[src/rtl/irq_conditioner.sv]
// Interrupt conditioning ahead of the core wrapper: per-lane sync + glitch filter
// for async lines, sticky IPI pending with coalesce counter, reset-masked outputs.

module irq_cond_lane #(
  parameter int unsigned SyncStages   = 2,
  parameter int unsigned FilterCycles = 4
) (
  input  logic clk_i,
  input  logic rst_ni,
  input  logic async_i,
  output logic level_o
);
  logic [SyncStages-1:0] sync_q;
  logic [7:0]            cnt_q;
  logic                  s;

  assign s = sync_q[SyncStages-1];

  // Filter counts consecutive cycles where s disagrees with the held level;
  // any agreement restarts the count so short pulses never get through.
  always_ff @(posedge clk_i or negedge rst_ni) begin
    if (!rst_ni) begin
      sync_q  <= '0;
      cnt_q   <= '0;
      level_o <= 1'b0;
    end else begin
      sync_q <= {sync_q[SyncStages-2:0], async_i};
      if (s == level_o) begin
        cnt_q <= '0;
      end else if (cnt_q == 8'(FilterCycles - 1)) begin
        level_o <= s;
        cnt_q   <= '0;
      end else begin
        cnt_q <= cnt_q + 8'd1;
      end
    end
  end
endmodule

module irq_conditioner #(
  parameter int unsigned NrIrq        = 2,
  parameter int unsigned SyncStages   = 2,
  parameter int unsigned FilterCycles = 4,
  parameter int unsigned CntWidth     = 4
) (
  input  logic                clk_i,
  input  logic                rst_ni,
  input  logic                core_rst_ni,
  input  logic [NrIrq-1:0]    irq_async_i,
  input  logic                time_irq_async_i,
  input  logic                debug_req_async_i,
  input  logic                ipi_set_i,
  input  logic                ipi_clr_i,
  output logic [NrIrq-1:0]    irq_o,
  output logic                time_irq_o,
  output logic                debug_req_o,
  output logic                ipi_o,
  output logic [CntWidth-1:0] ipi_cnt_o
);
  localparam int unsigned NUM_LANES = NrIrq + 2;

  logic [NUM_LANES-1:0] raw;
  logic [NUM_LANES-1:0] lvl;
  logic                 ipi_p;
  logic [CntWidth-1:0]  ipi_c;

  // Lane order: ext irqs low, then timer, then debug on top.
  assign raw = {debug_req_async_i, time_irq_async_i, irq_async_i};

  for (genvar g = 0; g < NUM_LANES; g++) begin : g_lane
    irq_cond_lane #(
      .SyncStages  (SyncStages),
      .FilterCycles(FilterCycles)
    ) u_lane (
      .clk_i  (clk_i),
      .rst_ni (rst_ni),
      .async_i(raw[g]),
      .level_o(lvl[g])
    );
  end

  // Set beats clear; a set arriving on an already-pending IPI is coalesced.
  always_ff @(posedge clk_i or negedge rst_ni) begin
    if (!rst_ni) begin
      ipi_p <= 1'b0;
      ipi_c <= '0;
    end else if (ipi_set_i) begin
      ipi_p <= 1'b1;
      if (ipi_clr_i)            ipi_c <= '0;
      else if (ipi_p && ~&ipi_c) ipi_c <= ipi_c + 1'b1;
    end else if (ipi_clr_i) begin
      ipi_p <= 1'b0;
      ipi_c <= '0;
    end
  end

  // Only the outputs are gated by core reset; state above keeps running.
  always_ff @(posedge clk_i or negedge rst_ni) begin
    if (!rst_ni) begin
      irq_o       <= '0;
      time_irq_o  <= 1'b0;
      debug_req_o <= 1'b0;
      ipi_o       <= 1'b0;
      ipi_cnt_o   <= '0;
    end else begin
      irq_o       <= core_rst_ni ? lvl[NrIrq-1:0] : '0;
      time_irq_o  <= core_rst_ni & lvl[NrIrq];
      debug_req_o <= core_rst_ni & lvl[NrIrq+1];
      ipi_o       <= core_rst_ni & ipi_p;
      ipi_cnt_o   <= core_rst_ni ? ipi_c : '0;
    end
  end
endmodule

[config.mk]
export PLATFORM = sky130hd
export DESIGN_NAME = irq_conditioner
export DESIGN_NICKNAME = d
export VERILOG_FILES = /design/src/rtl/irq_conditioner.sv
export SDC_FILE = /design/constraint.sdc
export NUM_CORES = 1
export LEC_CHECK = 0
export ABC_AREA = 1
export CORE_AREA = 2 2 117 62
export DETAILED_ROUTE_END_ITERATION = 8
export DIE_AREA = 0 0 119 64
export PLACE_DENSITY_LB_ADDON = 0.08
export SYNTH_ARGS = -nofsm -noshare
export SYNTH_HDL_FRONTEND = slang
export SYNTH_SLANG_ARGS = --single-unit
[constraint.sdc]
create_clock -name clk_i -period 1.5 [get_ports clk_i]
set_clock_uncertainty 0.15 [all_clocks]
set_input_delay 0.3 -clock clk_i [delete_from_list [all_inputs] [get_ports clk_i]]
set_output_delay 0.3 -clock clk_i [all_outputs]
set_load 0.01 [all_outputs]
After elaboration in Yosys (flattened, before gate mapping)
Index checks and enable logic that the tools add are counted.
{"block": "word_totals", "word_cells": 65, "output_inout_bits": 9, "inputBits": 9, "regBits": 58}
{"block": "op_classes", "n_mux": 16, "bitwise": 7, "addsub": 5, "n_eq_ne": 8, "n_reduce_logical": 10}
{"cell": "$mux 8", "n": 8}
{"cell": "$add 8x1->8 const B", "n": 4}
{"cell": "$eq 8x2->1 const B", "n": 4}
{"cell": "$mux 4", "n": 5}
{"cell": "$reduce_and 2->1", "n": 5}
{"cell": "$add 4x1->4 const B", "n": 1}
{"cell": "$eq 1x1->1", "n": 4}
{"cell": "$not 1->1", "n": 4}
{"cell": "$reduce_and 4->1", "n": 1}
{"cell": "$reduce_bool 2->1", "n": 2}
{"cell": "$and 1x1->1", "n": 3}
{"cell": "$mux 1", "n": 2}
{"cell": "$mux 2", "n": 1}
{"cell": "$logic_and 1x1->1", "n": 1}
{"cell": "$logic_not 1->1", "n": 1}

Depth between registers and ports, before layout
{"block": "depth", "ltp_word": 6, "depth_mapped": 7}

Hierarchy
From an unflattened synthesis, not the netlist that was laid out.
{"block": "unflattened", "cells_unflattened": 308, "hier_area_um2": 2675.1}
{"module": "irq_cond_lane", "area_each_um2": 529.3, "n_inst": 4, "cells_each": 62, "seq_area_each_um2": 275.3}
{"module": "irq_conditioner", "area_each_um2": 558.0, "n_inst": 1, "cells_each": 60, "seq_area_each_um2": 350.3}

Worst setup path before layout
OpenSTA, ideal clock, no wires.
{"block": "synth_path", "path_type": "reg2reg", "start": "register g_lane[3].u_lane.cnt_q[0]", "end": "register g_lane[3].u_lane.cnt_q[0]", "slack_ps": 198, "synth_period_minus_slack_ps": 1302, "t_arrival_ps": 1029, "setup_ps": 123, "path_stages_with_launch": 6, "cell_sequence": "dfrtp_1 > ha_1 > nor3b_1 > nand2_2 > nand2_2 > nor2_1"}
{"block": "synth_between", "elab_chain_len": 3}
{"item": "from (decl)", "line_no": "14", "text": "logic [7:0] cnt_q;"}
{"item": "from (signal assigned)", "line_no": "34", "text": "cnt_q <= cnt_q + 8'd1;"}
{"item": "$add 8x1->8 or $eq 8x2->1 (tied branches)", "line_no": "34, 30"}
{"item": "$mux 8 *", "line_no": "30", "text": "end else if (cnt_q == 8'(FilterCycles - 1)) begin"}
{"item": "$mux 8 *", "line_no": "28", "text": "if (s == level_o) begin"}
Every way passes the cells marked *; elsewhere a longest branch is shown, timed or not.
A chain may end at the register's enable or synchronous reset.

Worst setup path in the final report
{"block": "layout_path", "start": "register debug_req_o", "end": "output debug_req_o"}
{"item": "from (decl)", "line_no": "56", "text": "output logic debug_req_o,"}
{"item": "from (signal assigned)", "line_no": "108", "text": "debug_req_o <= core_rst_ni & lvl[NrIrq+1];"}
No word-level cell between the ends.

==> results.txt <==
Final-layout worst hold slack: 0.196 ns
First-pass DRT Iterations: 5
Area of the core: 6540 um^2
Relative slew slack: 71.8%
CTS Buf Count: 9
Core occupancy in the finished layout: 51.9%
Final Slew Violations: 0
Remaining number of nets flagged by the antenna check after routing: 0
Run status: finished clean
Mean cell area of the mapped netlist: 8.54 um^2
Post-Syn Instances: 323
Global-route wire length before repair: 8820 um
Number of global-route vias before repair: 2010
TritonCTS clock tree: done
Worst path buffer plus inverter count: 1
Number of placement rows: 21
Instance area after placement: 3080 um^2
Top delay family on crit path: flip-flops
Dominant cells by area after synthesis: dfrtp_1 53%, nand2_1 10%, inv_1 7.8%
Unrepaired setup endpoints after global routing: no
CP Max Fanout: 1
# fillers: 623
Maximum clock rate: 703 MHz
Number of endpoints with negative hold slack in the final report: 0
GRT Resource Usage Total: 15.1%
Floorplan die area: 7620 um^2
Starting density of the core: 42.1%
Required time of the critical path: 1.05 ns
Area growth from synthesis to final layout: 23.2%
Sequential fraction of the synthesis area: 52.6%
Total negative setup slack: 0 ns
Die Width: 119 um
Total DRC errors in the routed layout: 0
Mean routed wirelength per cell: 10.3 um
Synth top area share: 52.6%
DR iter-0 viols: 53
Buffers added on ports: 17
Number of synthesized register bits: 58
Maximum number of pins on one net before global-route repair: 51
Clk Tree Root Cell: clkbuf_16
Power density over the cells: 1440 nW/um^2
Drt via density: 4.47
Critical Path Sink Type: primary output
Setup-violating endpoint count in the final report: 0
Cell area after layout: 3400 um^2
Diode count: 0
Arr. time, crit path: 0.97 ns
H-tree level count: 3
Maximum clock path buffer count: 2
Antenna violations before repair: 0
Combined area of all synthesized cells: 2760 um^2
Worst Setup Slack post-DPL: -0.00667 ns
Nets in the synthesized netlist: 341
Clock latency on the worst-skew pair: 0.33 ns
Count of synthesis-stage warnings from yosys: 0
Worst Hold Class: reg -> reg
Wire length after detailed routing: 4660 um
Dpl hpwl: 3310 um
Total clock sinks: 58
Sort of element at the start of the critical path: flip-flop
Clock transition at the registers of the reported paths: 0.05 ns
Measured slew at the worst slew-check pin: 0.421 ns
Placer congestion estimate: 0.808
Synth area leader: dfrtp_1
Via count: 2019
Die height: 64 um
Post-CTS Setup Bufs: 0
Peak supply drop: 0.776 mV
Largest stage delay on the critical path: 0.36 ns
Tcrit/Tclk final: 94.9%
Leak: 1.82 nW
Final Critical Period: 1.42 ns
CP Class: reg -> out
Number of library cell types mapped by synthesis: 19
Layout cell share with drive strength beyond 1: 14.2%
Max-Cap Viols: 0
Critical path, cell by cell: dlygate4sd2_1
Minimum setup slack in the final design: 0.0765 ns
Slowest cell on crit path: dfrtp_1
I/O pin count: 18
Final-stage net count: 373
Overflow left after global routing: 0
[area by class of cell]
type / count / area [um^2] / area share [%]
clock buffer: 11 / 253 / 7.44
clock inverter: 5 / 52.6 / 1.55
inverter: 59 / 221 / 6.52
multi-input combinational: 205 / 1100 / 32.3
sequential: 58 / 1450 / 42.7
tap: 92 / 115 / 3.39
timing repair buffer: 22 / 206 / 6.08
[registers in the layout, indices dropped and copies added (netlist names), 2 cells and up]
signal / cells
irq_o: 2
g_lane.u_lane.cnt_q: 32
g_lane.u_lane.level_o: 4
g_lane.u_lane.sync_q: 8
ipi_c: 4
ipi_cnt_o: 4
[placed cells by master, fill, tap and decap left out, drive strengths merged]
| cell type | instances |
|---|---|
| dlygate4sd3 | 1 |
| dfrtp | 58 |
| nor2 | 56 |
| xnor2 | 12 |
| nand3 | 20 |
| ha | 9 |
| or2 | 1 |
| clkdlybuf4s50 | 7 |
| clkbuf | 11 |
| clkinvlp | 1 |
| clkinv | 3 |
| nand2 | 85 |
| nor3 | 3 |
| inv | 59 |
| bufinv | 1 |
| xor2 | 4 |
| nand4 | 12 |
| o21ai | 2 |
| dlygate4sd2 | 9 |
| nor3b | 1 |
| buf | 5 |
[cell families after synthesis]
family,count (synthesis),synth area share [%]
flops,58,52.6
simple gates,178,29.4
buf+inv,60,8.17
xor+xnor,16,5.35
compound gates,2,0.363
fa+ha+maj,9,4.08
[final timing paths]
kind	start	to	slack [ns]	depth (start not counted)
hold / removal	g_lane[2].u_lane.sync_q[0]$_DFF_PN0_	g_lane[2].u_lane.sync_q[1]$_DFF_PN0_	0.20	0
hold reg to reg	g_lane[2].u_lane.sync_q[0]$_DFF_PN0_	g_lane[2].u_lane.sync_q[1]$_DFF_PN0_	0.20	0
setup reg to reg	g_lane[3].u_lane.cnt_q[1]$_DFF_PN0_	g_lane[3].u_lane.cnt_q[2]$_DFF_PN0_	0.13	5
min in group asynchronous	rst_ni	g_lane[1].u_lane.cnt_q[3]$_DFF_PN0_	0.22	2
max in group asynchronous	rst_ni	g_lane[0].u_lane.level_o$_DFFE_PN0P_	0.46	3
setup / recovery	debug_req_o$_DFF_PN0_	debug_req_o	0.08	1
[Yosys cell counts]
cell and instances:
o21ai_1 2, nor3b_1 1, dfrtp_1 58, inv_2 2
nand4_1 12, xnor2_2 1, xor2_1 4, nor2_1 43
nand2_1 75, clkbuf_1 1, ha_1 9, nand3_1 20
nor2_2 9, inv_1 57, or2_1 1, nand2_2 10
nor2_4 4, nor3_1 3, xnor2_1 11
[stage by stage]
step / total power [mW] / instances
6_report: 4.89 / 452
4_1_cts: 4.98 / 452
2_1_floorplan: 2.56 / 323
5_1_grt: 5.22 / 452
3_3_place_gp: 2.88 / 435
3_5_place_dp: 2.90 / 435
[layer usage]
| layer | GRT usage, % | part of all wire [%] |
|---|---|---|
| met1 | 17.0 | 47 |
| met2 | 24.6 | 47 |
| met3 | 6.79 | 4.3 |
| met4 | 7.59 | 2.2 |
| met5 | 0 | 0 |
[repair_timing]
action	in CTS	in global routing
pin swaps	0	0
hold endpoints to repair	10	0
endpoints found under the setup margin	9	10
resized for setup	9	4
hold buffers	1	0
[power by group]
group          switching [mW]  total (mW)  leakage, nW  internal [mW]
Clock                   0.691        2.05        0.151           1.36
Sequential              0.186        1.97        0.768           1.78
Combinational           0.526       0.868        0.904          0.342
Total                    1.40        4.89         1.82           3.49
No activity file was read; power rests on OpenSTA's default activity.
